$ cat src/rtl/six_deng.sv
// Two-direction six-lamp traffic light: fixed S0..S3 cycle, one step per tick,
// with per-lamp registered countdowns of remaining on-time.
module six_deng #(
  parameter int GREEN_T  = 25,
  parameter int YELLOW_T = 5
) (
  input  logic       clk,
  input  logic       rst,
  output logic [5:0] cnt_out,
  output logic [4:0] count_WERed,
  output logic [4:0] count_SNRed,
  output logic [4:0] count_WEgreen,
  output logic [4:0] count_SNgreen,
  output logic [4:0] count_WEyellow,
  output logic [4:0] count_SNyellow,
  output logic       WERed,
  output logic       SNRed,
  output logic       WEgreen,
  output logic       SNgreen,
  output logic       WEyellow,
  output logic       SNyellow
);
  localparam int         RED_T = GREEN_T + YELLOW_T;
  localparam logic [4:0] G5    = 5'(GREEN_T);
  localparam logic [4:0] Y5    = 5'(YELLOW_T);
  localparam logic [4:0] R5    = 5'(RED_T);

  // {WERed,WEyellow,WEgreen,SNRed,SNyellow,SNgreen}
  localparam logic [5:0] L_S0 = 6'b001100;
  localparam logic [5:0] L_S1 = 6'b010100;
  localparam logic [5:0] L_S2 = 6'b100001;
  localparam logic [5:0] L_S3 = 6'b100010;

  typedef enum logic [1:0] {S0, S1, S2, S3} state_t;

  state_t     state, state_nx;
  logic [5:0] lamp_nx;
  logic [4:0] wr_nx, sr_nx, wg_nx, sg_nx, wy_nx, sy_nx;

  always_ff @(posedge clk) begin
    if (!rst) begin
      state          <= S0;
      cnt_out        <= L_S0;
      count_WERed    <= '0;
      count_SNRed    <= R5;
      count_WEgreen  <= G5;
      count_SNgreen  <= '0;
      count_WEyellow <= '0;
      count_SNyellow <= '0;
    end else begin
      state          <= state_nx;
      cnt_out        <= lamp_nx;
      count_WERed    <= wr_nx;
      count_SNRed    <= sr_nx;
      count_WEgreen  <= wg_nx;
      count_SNgreen  <= sg_nx;
      count_WEyellow <= wy_nx;
      count_SNyellow <= sy_nx;
    end
  end

  // The edge where the active green/yellow counter would hit 0 instead
  // enters the next phase; red keeps counting across both opposing phases.
  always_comb begin
    state_nx = state;
    lamp_nx  = cnt_out;
    wr_nx    = count_WERed;
    sr_nx    = count_SNRed;
    wg_nx    = count_WEgreen;
    sg_nx    = count_SNgreen;
    wy_nx    = count_WEyellow;
    sy_nx    = count_SNyellow;
    case (state)
      S0: begin
        wg_nx = count_WEgreen - 5'd1;
        sr_nx = count_SNRed - 5'd1;
        if (count_WEgreen == 5'd1) begin
          state_nx = S1;
          lamp_nx  = L_S1;
          wg_nx    = '0;
          wy_nx    = Y5;
        end
      end
      S1: begin
        wy_nx = count_WEyellow - 5'd1;
        sr_nx = count_SNRed - 5'd1;
        if (count_WEyellow == 5'd1) begin
          state_nx = S2;
          lamp_nx  = L_S2;
          wy_nx    = '0;
          sr_nx    = '0;
          wr_nx    = R5;
          sg_nx    = G5;
        end
      end
      S2: begin
        sg_nx = count_SNgreen - 5'd1;
        wr_nx = count_WERed - 5'd1;
        if (count_SNgreen == 5'd1) begin
          state_nx = S3;
          lamp_nx  = L_S3;
          sg_nx    = '0;
          sy_nx    = Y5;
        end
      end
      S3: begin
        sy_nx = count_SNyellow - 5'd1;
        wr_nx = count_WERed - 5'd1;
        if (count_SNyellow == 5'd1) begin
          state_nx = S0;
          lamp_nx  = L_S0;
          sy_nx    = '0;
          wr_nx    = '0;
          sr_nx    = R5;
          wg_nx    = G5;
        end
      end
      default: begin
        state_nx = S0;
        lamp_nx  = L_S0;
        wr_nx    = '0;
        sr_nx    = R5;
        wg_nx    = G5;
        sg_nx    = '0;
        wy_nx    = '0;
        sy_nx    = '0;
      end
    endcase
  end

  assign {WERed, WEyellow, WEgreen, SNRed, SNyellow, SNgreen} = cnt_out;

endmodule

$ cat config.mk
export PLATFORM = sky130hd
export DESIGN_NAME = six_deng
export DESIGN_NICKNAME = d
export VERILOG_FILES = /design/src/rtl/six_deng.sv
export SDC_FILE = /design/constraint.sdc
export NUM_CORES = 1
export LEC_CHECK = 0
export CAP_MARGIN = 10
export CORE_ASPECT_RATIO = 0.6
export CORE_MARGIN = 4
export CORE_UTILIZATION = 46
export CTS_CLUSTER_SIZE = 16
export DETAILED_ROUTE_END_ITERATION = 10
export PLACE_DENSITY_LB_ADDON = 0.1
export SLEW_MARGIN = 20
export SYNTH_ARGS = -nofsm -noshare
export SYNTH_HDL_FRONTEND = slang
export SYNTH_SLANG_ARGS = --single-unit
$ cat constraint.sdc
create_clock -name clk -period 2.5 [get_ports clk]
set_clock_uncertainty 0.2 [all_clocks]
set_input_delay 0.75 -clock clk [delete_from_list [all_inputs] [get_ports clk]]
set_output_delay 0.75 -clock clk [all_outputs]
set_load 0.01 [all_outputs]
Word level (Yosys, flattened, before mapping)

Index checks and enable logic that the tools add are counted.

Equal/unequal tests: 11
Reductions and logical operators: 14
Add/subtract/negate cells: 6
Mux-type cells: 28

Operators with widths:

| cell                                             | count |
|---|---|
| two-way mux 5 bit                                | 12 |
| case mux 5 bit (2 select lines)                  | 4 |
| case mux 5 bit (3 select lines)                  | 2 |
| subtractor 5 x 1 -> 5 bit, second input constant | 6 |
| two-way mux 6 bit                                | 4 |
| case mux 6 bit (4 select lines)                  | 1 |
| == test 5 x 1 -> 1 bit, second input constant    | 4 |
| AND reduction 2 bit                              | 6 |
| two-way mux 2 bit                                | 4 |
| != test 2 bit, second input constant             | 4 |
| case mux 2 bit (4 select lines)                  | 1 |
| nonzero test 2 bit                               | 4 |
| nonzero test 3 bit                               | 2 |
| == test 2 bit, second input constant             | 2 |
| AND reduction 4 bit                              | 1 |
| == test 2 x 1 -> 1 bit, second input constant    | 1 |
| zero test 2 bit                                  | 1 |

Bits in registers: 38

Logic depth before layout (Yosys ltp)

Gate-level depths: netlist of the first run.

Depth after elaboration: 3
Mapped depth: 7

Worst setup path after synthesis of the first run

Ideal clock, no wire load.

Path type: flip-flop to flip-flop
From: register count_WEgreen[1]
To: register cnt_out[3]
Data required time: 2.180 ns
Setup slack: 0.049 ns
Buffers on the path: 0
Cell stages (with the launch flop): 7
Clock period less this slack: 2.451 ns
Arrival time: 2.132 ns
Cells stage by stage: dfxtp_1 -> inv_1 -> ha_1 -> or4b_1 -> a222oi_1 -> nand2_2 -> a211o_1

Cells in the longest elaborated chain, start to end: 3

RTL lines:

| item                          | line | text |
|---|---|---|
| from (decl)                   | 12   | `output logic [4:0] count_WEgreen,` |
| from (signal assigned)        | 55   | `count_WEgreen <= wg_nx;` |
| == test 5 x 1 -> 1 bit        | 77   | `if (count_WEgreen == 5'd1) begin` |
| != test 2 bit (no line)       | --   |  |
| AND reduction 4 bit (no line) | --   |  |
| to (signal assigned)          | 52   | `cnt_out <= lamp_nx;` |
| to (decl)                     | 9    | `output logic [5:0] cnt_out,` |

No other way between the ends.
A chain may end at the register's enable or synchronous reset.

Final worst setup path of the first run

From: register count_WEgreen[1]
To: register count_WEyellow[3]

Cells in the longest elaborated chain, start to end: 3

RTL lines:

| item                          | line | text |
|---|---|---|
| == test 5 x 1 -> 1 bit        | 77   |  |
| != test 2 bit (no line)       | --   |  |
| AND reduction 2 bit (no line) | --   |  |
| to (signal assigned)          | 57   | `count_WEyellow <= wy_nx;` |
| to (decl)                     | 14   | `output logic [4:0] count_WEyellow,` |

No other way between the ends.

==> results.md, run 1 <==
* Clock Sinks at 37
* Hold Fails Final Rpt at 0
* Critical path peak fanout at 7
* #FFs+latches synth at 37
* CTS Root Cell: clkbuf_8
* Initial DRC count at between 80 and 90
* Postcts setup bufs at 0
* Largest net degree at the start of global routing at 26
* Drt wl/cell at between 10 and 15 um
* Hold Crit Class: flip-flop to flip-flop
* RSZ-0062 raised after global routing: false
* WHS Path Cells at 2
* Critical Path Source: count_WEgreen[1]
* Comb power frac at 0.491
* CTS tree: built
* Reg power frac at 0.304
* Fraction of registers with async set/reset at 0
* Tcrit/Tclk final at 0.939
* Register area share after synthesis at 0.343
* Clock Path Buffers at 2
* Core area at approximately 0.0043 mm2
* Top cell family by delay on the critical path: simple AND/OR/NAND/NOR gates
* Final #Nets at 335
* Reg2reg setup slack at 0.15 ns
* Vias at about 2100
* WP data required at 2.53 ns
* Min-delay src: cnt_out[4]
* Least-Margin Pin Slew at around 0.65 ns
* Worst r2r dst: count_WEyellow[3]
* Clock Latency Late Sink at approximately 0.3 ns
* Number of flops mapped to enable cells by yosys at 0
* Final setup TNS at 0 ns
* CP Launch Type: flip-flop
* # setup viols final at 0
* F_max at ~430 MHz
* Antenna-violating nets left at 0
* Die W at approximately 96 um
* Clk pin slew, worst setup/hold paths at 0.08 ns
* Crit path capture type: flip-flop
* Gr ovfl total at 0
* Cell variety after synth at 54
* Worst Path Arrival at roughly 2.4 ns
* PwrDens at around 940 mW/mm2
* Internal Power at between 1500 and 2000 uW
* Share of layout cells above drive strength 1 at 0.122
* Run status: finished, final reports clean
* Pre-antenna DRT Iters at 4
* Worst Hold Path EP: cnt_out[4]
* M1 WL at between 2000 and 3000 um
* RePlAce Congestion at around 0.85
* Post_cts resized at 0
* Cells after synthesis at 264
* Slowest stage delay, CP at 0.52 ns
* Max_cap viols at 0
* Worst slew margin at 0.559
* Layout overhead on the synthesized area at 32.3%
* Worst r2r src: count_WEgreen[1]
* Top Metal Used: met4
* First-pass GRT wire length at roughly 9100 um
* Post-Syn Area per Cell at just over 8 um2
* Row count at 18
* NetSw at about 990 uW
* Syn Nets at between 200 and 300
* Antenna cells at 0
* Drt total wl at approximately 5500 um
* Critical-path cell list: inv_1, ha_1, or4b_4, mux2_2, or4_1, o22ai_1
* Main flop type after synthesis: dfxtp_1
* Initial Util at 0.502
* Overall Global Routing Usage at 0.202
* DRC Markers at 0
* Routed length on met2 at around 2100 um
* Post-Syn Area at around 0.0022 mm2
* FF-to-FF path depth at 6
* Metal3 WL at around 380 um
* Antenna violations before repair at 0
* Peak supply drop at around 0.55 mV
* HPWL after DPL at 3960 um
* Ys Warns at 0
* Clock share of power at 0.204
* CP max-delay cell: or4b_4
* TritonCTS buffer count at 5
* Critical path class: flip-flop to flip-flop
* Overall Power at roughly 2700 uW
* Htree depth at 2
* Pleak at 0.00119 uW
* Via/cell ratio at ~5.5
* # IOs at 44
* Die ar. at ~0.006 mm2
* Hold-fix buffers, CTS at 0
* Die boundary height at about 61 um
* Vias in the first global route at 1963
* Final min period at approximately 2.3 ns
* Port Buffers at between 40 and 50
* Worst Path Buf+Inv at 1
* Slew Viols, Final at 0
* Sw Ratio at 0.368
[synthesized netlist by cell type, types with 4 or more instances]
cell type | n | area (um2)
a21oi_1 | 24 | 120
a221oi_1 | 4 | 35.0
a31oi_1 | 5 | 31.3
buf_4 | 6 | 45.0
clkbuf_1 | 10 | 37.5
dfxtp_1 | 37 | 741
ha_1 | 15 | 188
inv_1 | 29 | 109
mux2i_1 | 7 | 70.1
nand2_1 | 23 | 86.3
nand3_1 | 5 | 25.0
nor2_1 | 16 | 60.1
nor3_1 | 7 | 35.0
o21ai_0 | 12 | 60.1
or4_1 | 4 | 30.0
[flip-flops by register name (all words and copies together) (netlist names)]
| register | count |
|---|---|
| cnt_out | 5 |
| count_SNRed | 5 |
| count_WERed | 5 |
| count_WEgreen | 5 |
| state | 2 |
| count_WEyellow | 5 |
| count_SNyellow | 5 |
| count_SNgreen | 5 |
[routing by layer]
| layer | vias to the layer above | GRT usage |
|---|---|---|
| met5 | - | 0 |
| met4 | 0 | 0.0699 |
| met3 | 6 | 0.0611 |
| met2 | 71 | 0.288 |
| met1 | 940 | 0.292 |
| li1 | 1068 | - |
[placed cells by master (no fill, tap or decap), drive strengths merged, types with 3 or more instances in the layout]
cell / count
o211ai: 3
mux2i: 7
o22ai: 3
clkbuf: 7
o21ai: 13
nor4b: 3
nor3: 7
a221oi: 4
a31oi: 5
ha: 15
buf: 21
or3: 3
or4b: 4
nand2: 24
nand3: 5
a21oi: 24
or4: 4
clkdlybuf4s50: 43
nor2: 16
dfxtp: 37
inv: 29
[power groups by stage]
stage | logic (uW) | clock network (uW) | registers (uW)
3_3_place_gp | 1280 | 0 | 824
3_5_place_dp | 1290 | 0 | 825
6_report | 1320 | 548 | 816
5_1_grt | 1450 | 582 | 834
2_1_floorplan | 727 | 0 | 868
4_1_cts | 1310 | 560 | 813
[cell families (layout without fill, tap and decap cells)]
group	Yosys count	count (layout)	synth area share
mux	8	8	0.0377
compound gates	79	79	0.243
simple gates	79	79	0.198
fa+ha+maj	15	15	0.0870
buf+inv	46	101	0.0904
flops	37	37	0.343
[area by class of cell]
type | instances | area [um2]
clock buffer | 7 | 86.3
clock inverter | 1 | 30.0
fill | 375 | 1450
inverter | 29 | 109
multi-input combinational | 181 | 1230
sequential | 37 | 741
tap | 60 | 75.1
timing repair buffer | 64 | 588
[through the flow]
step	hold slack, ns	utilization	cells	instance area, um2	setup slack [ns]
finish	0.292	0.664	379	2860	0.152
global route	0.307	0.664	379	2860	0.0570
CTS	0.289	0.663	379	2850	0.0837
detailed placement	0.269	0.636	371	2740	0.104
global placement	0.276	0.636	371	2740	0.154
floorplan	0.289	-	264	2160	0.0486
[worst reg2reg max path, delay by kind of cell, from the launching register on]
family / cells / cell delay [ns]
muxes: 1 / 0.35
buffers and inverters: 1 / 0.09
DFF: 1 / 0.32
and+or+nand+nor: 2 / 1.01
adders and majority gates: 1 / 0.17
AOI/OAI and AO/OA: 1 / 0.15
[worst max path at each step]
stage	cells after the start	to
finish	6	count_WEyellow[3]
global placement	6	count_WEyellow[4]
detailed placement	6	count_WEyellow[3]
global route	7	cnt_out[3]
floorplan	6	cnt_out[3]
CTS	6	count_WEyellow[3]
No activity file was read; power rests on OpenSTA's default activity.
==> run 2, diff against run 1 <==
Settings changed: CORE_UTILIZATION 46 to 40.
==> run 2 against run 1 <==
Effect of this change:
- first-iteration DRC count up 12%
- sequential power about the same
- utilization fell by 11 points
- global-route usage fell by 2.5 points
- flip-flop and latch count is the same
- clock power down 29%
- largest power group unchanged
- via count grew 1.3%
- combinational power barely moved
- count of clock-buffer cells in the layout is 2 lower
- hold slack got worse by 0.0097 ns
- setup slack got worse by 0.0029 ns
==> results.md, run 2 (same netlist as run 1, synthesis figures left out) <==
* Place WS at 0.112 ns
* RePlAce Congestion at roughly 0.80
* Port Buffers at 43
* Dpl cell area at 0.00274 mm2
* Hold-fix buffers, CTS at 0
* Setup slack after layout at 0.149 ns
* Overall Global Routing Usage at 0.177
* Clock Latency Late Sink at between 0.2 and 0.3 ns
* Pleak at about 0.0012 uW
* Core area at between 0.005 and 0.006 mm2
* PwrDens at about 900 mW/mm2
* Pre-antenna DRT Iters at 4
* First-pass GRT wire length at 9480 um
* CTS Root Cell: clkbuf_8
* Comb power frac at 0.523
* Final core occ at 0.550
* F_max at ~430 MHz
* Max_cap viols at 0
* Clock Sinks at 37
* # IOs at 44
* NetSw at approximately 970 uW
* Internal Power at between 1500 and 2000 uW
* DRC Markers at 0
* Drt wl/cell at approximately 15 um
* Final #Nets at between 300 and 400
* Worst slew margin at 0.467
* Post_cts resized at 0
* Hold Crit Class: flip-flop to flip-flop
* Postcts setup bufs at 0
* Antenna violations before repair at 0
* Run status: finished, final reports clean
* Initial Util at 0.421
* Via/cell ratio at between 5 and 6
* Tcrit/Tclk final at 0.940
* Vias in the first global route at 1994
* Share of layout cells above drive strength 1 at 0.120
* CP Launch Type: flip-flop
* Overall Power at 2520 uW
* WP data required at 2.51 ns
* TritonCTS buffer count at 5
* Fillers at ~490
* # setup viols final at 0
* Least-Margin Pin Slew at about 0.79 ns
* Clk pin slew, worst setup/hold paths at around 0.07 ns
* Reg power frac at 0.322
* Die ar. at 0.00667 mm2
* Final Cell Area at 0.00282 mm2
* Critical path class: flip-flop to flip-flop
* Final min period at 2.35 ns
* CTS tree: built
* HPWL after DPL at 4140 um
* Peak supply drop at between 0.4 and 0.5 mV
* Most common cell after layout, fill and taps aside: clkdlybuf4s50_1
* Initial DRC count at 100
* Drt total wl at about 5600 um
* Worst Path Arrival at 2.36 ns
* Clock share of power at 0.155
* Vias at 2112
* Layout overhead on the synthesized area at 30.7%
* Critical path peak fanout at 7
* Antenna cells at 0
* Die boundary height at around 65 um
* Clock Path Buffers at 2
* Commonest non-fill, non-tap cells in the layout: 43 x clkdlybuf4s50_1, 37 x dfxtp_1, 29 x inv_1
* RSZ-0062 raised after global routing: false
* Crit path capture type: flip-flop
* Sw Ratio at 0.384
* Row count at 20
* Largest net degree at the start of global routing at 26
* Final setup TNS at 0 ns
* Htree depth at 2
* Antenna-violating nets left at 0
* Gr ovfl total at 0
* Hold Fails Final Rpt at 0
* Die W at about 100 um
* Slew Viols, Final at 0
[run 2: changes by cell type in the layout (fill, tap and decap cells not counted), sizes merged]
cell | previous run | this run
clkbuf | 7 | 5
bufinv | 1 | 0
clkinv | 0 | 1
[run 2: layer usage]
layer	wire length (um)	track usage	vias up
li1	-	-	1059
met1	2900	0.265	976
met2	2270	0.255	75
met3	407	0.0419	2
met4	21	0.0388	0
met5	0	0	-
[run 2: path summary, 6_finish.rpt]
kind,startpoint,endpoint,slack [ns],depth (start not counted)
max,count_WEgreen[1],count_WEyellow[3],0.15,6
min,cnt_out[0],cnt_out[0],0.28,2
max reg2reg,count_WEgreen[1],count_WEyellow[3],0.15,6
min reg2reg,cnt_out[0],cnt_out[0],0.28,2
[run 2: final cells by class]
type	instances	area [um2]	share of cell area
multi-input cells	181	1230	0.435
repair buffers	64	588	0.209
clock buffers	5	68.8	0.0244
inverters	29	109	0.0386
well taps	66	82.6	0.0293
flip-flops and latches	37	741	0.263
clock inverters	1	5.00	0.00177
[run 2: critical path: stages (launching register included)]
cell,delay (ns)
dfxtp_1,0.31
inv_1,0.09
ha_1,0.19
or4b_4,0.52
mux2_2,0.34
or4_1,0.47
o22ai_1,0.16
[run 2: power groups by stage]
| stage | logic (uW) | clock network [uW] | registers (uW) |
|---|---|---|---|
| 3_5_place_dp | 1300 | 0 | 824 |
| 3_3_place_gp | 1300 | 0 | 826 |
| 5_1_grt | 1460 | 434 | 839 |
| 6_report | 1320 | 391 | 813 |
| 4_1_cts | 1310 | 409 | 812 |
| 2_1_floorplan | 727 | 0 | 868 |
[run 2: through the flow]
stage / hold slack, ns / cells
finish: 0.282 / 383
CTS: 0.283 / 383
global placement: 0.267 / 377
global route: 0.305 / 383
floorplan: 0.289 / 264
detailed placement: 0.268 / 377
==> run 3, diff against run 2 <==
Clock period 2.5 ns to 2.7 ns, I/O delays scaled along.
==> run 3 against run 2 <==
Effect of this change:
- global-route usage fell by 0.25 points
- routed wire length down 3.0%
- combinational power down 12%
- hold slack worse by 0.0092 ns
- first-iteration DRC count decreased by 11%
- setup slack better by 0.046 ns
- utilization is 0.85 points lower
- sequential share of layout area rose by 0.41 points
- critical path type unchanged
- largest power group unchanged
==> results.md, run 3 (same netlist as run 1, synthesis figures left out) <==
* Reg2reg setup slack at around 0.2 ns
* Pleak at about 0.0011 uW
* Vias in the first global route at about 2000
* WHS Path Cells at 2
* PwrDens at between 800 and 900 mW/mm2
* F_max at 399 MHz
* NetSw at around 870 uW
* Antenna violations before repair at 0
* Crit path capture type: flip-flop
* Internal Power at 1440 uW
* WP data required at ~2.7 ns
* Peak supply drop at 0.332 mV
* Top cell family by delay on the critical path: simple AND/OR/NAND/NOR gates
* RSZ-0062 raised after global routing: false
* Min-delay src: cnt_out[2]
* Die boundary height at roughly 65 um
* Final setup TNS at 0 ns
* Worst Path Arrival at ~2.5 ns
* RePlAce Congestion at slightly above 0.8
* Placed cells at 370
* Hold Fails Final Rpt at 0
* Least-Margin Pin Slew at just over 0.7 ns
* Largest net degree at the start of global routing at 26
* Critical path class: flip-flop to flip-flop
* Clock Sinks at 37
* Critical-path cell list: inv_1, ha_1, or4b_1, mux2_2, or4_1, o22ai_1
* First-pass GRT wire length at 9340 um
* Share of layout cells above drive strength 1 at 0.0965
* Worst Path Buf+Inv at 1
* CP Launch Type: flip-flop
* TritonCTS buffer count at 5
* Sw Ratio at 0.376
* Final min period at 2.51 ns
* Post_cts resized at 0
* Htree depth at 2
* Initial Util at 0.421
* Via/cell ratio at 5.40
* CP max-delay cell: or4b_1
* Clk pin slew, worst setup/hold paths at approximately 0.070 ns
* Gr ovfl total at 0
* HPWL after DPL at between 4000 and 5000 um
* Row count at 20
* # IOs at 44
* Critical path peak fanout at 7
* Reg power frac at 0.332
* Drt total wl at roughly 5400 um
* Vias at between 2000 and 2500
* Antenna cells at 0
* Pre-antenna DRT Iters at 4
* Most common cell after layout, fill and taps aside: clkdlybuf4s50_1
* Finished Layout Cells at roughly 380
* Postcts setup bufs at 0
* Die W at between 100 and 150 um
* Tcrit/Tclk final at 0.928
* Layout overhead on the synthesized area at 28.6%
* Clock Path Buffers at 2
* Port Buffers at 43
* DRC Markers at 0
* Sequential Area at about 740 um2
* Slew Viols, Final at 0
* Commonest non-fill, non-tap cells in the layout: 43 x clkdlybuf4s50_1, 37 x dfxtp_1, 29 x inv_1
* Worst slew margin at 0.511
* Hold Crit Class: flip-flop to flip-flop
* Die ar. at ~0.0067 mm2
* FF-to-FF path depth at 6
* Fillers at roughly 480
* Overall Global Routing Usage at 0.174
* Comb power frac at 0.501
* Final core occ at 0.541
* CTS Root Cell: clkbuf_8
* Hold-fix buffers, CTS at 0
* Slowest stage delay, CP at about 0.58 ns
* Run status: finished, final reports clean
* # setup viols final at 0
* Antenna-violating nets left at 0
* Worst r2r src: count_WEgreen[1]
* Worst r2r dst: count_WEyellow[3]
* Setup slack after layout at a little under 0.2 ns
* Worst Hold Path EP: cnt_out[2]
* Final #Nets at 328
* Core area at 0.00513 mm2
* Clock share of power at 0.167
* Initial DRC count at 89
* Place WS at about 0.23 ns
* CTS tree: built
* Clock Latency Late Sink at approximately 0.28 ns
* Area taken by multi-input logic gates at 0.00122 mm2
* Drt wl/cell at approximately 14 um
* Max_cap viols at 0
## run 3: worst max-delay path by stage
stage / from / endpoint / slack (ns) / cells past startpoint
2_1_floorplan: count_WEgreen[1] / cnt_out[3] / 0.25 / 6
3_3_place_gp: count_WEgreen[1] / count_WEyellow[3] / 0.27 / 6
3_5_place_dp: count_WEgreen[1] / count_WEyellow[3] / 0.23 / 6
4_1_cts: count_WEgreen[1] / count_WEyellow[3] / 0.20 / 6
5_1_grt: count_WEgreen[1] / count_WEyellow[3] / 0.06 / 6
6_report: count_WEgreen[1] / count_WEyellow[3] / 0.19 / 6
## run 3: per-stage QoR
stage | hold slack [ns] | cell area, um2 | power, uW
global route | 0.304 | 2780 | 2510
floorplan | 0.289 | 2160 | 1480
global placement | 0.270 | 2690 | 1930
finish | 0.273 | 2780 | 2310
CTS | 0.277 | 2780 | 2330
detailed placement | 0.266 | 2690 | 1930
## run 3: final cells by class
cell class	instances	share of cell area
timing repair buffer	57	0.193
multi-input combinational	181	0.440
sequential	37	0.267
inverter	29	0.0392
tap	66	0.0297
clock buffer	7	0.0311
## run 3: per-layer routing
metal	up-vias	track usage	share of wire
li1	1046	-	-
met1	947	0.260	0.54
met2	41	0.249	0.40
met3	2	0.0452	0.055
met4	0	0.0388	0.0052
met5	-	0	0
## run 3: power by group through the flow
stage	clock network [uW]	logic [uW]	registers, uW
final	386	1160	767
after global routing	420	1300	787
after CTS	396	1160	767
after detailed placement	0	1150	778
after global placement	0	1150	775
after floorplan	0	673	804
## run 3: worst min-delay path: stages, from the launching register on
cell,delay (ns)
dfxtp_1,0.32
inv_1,0.05
a31oi_1,0.06
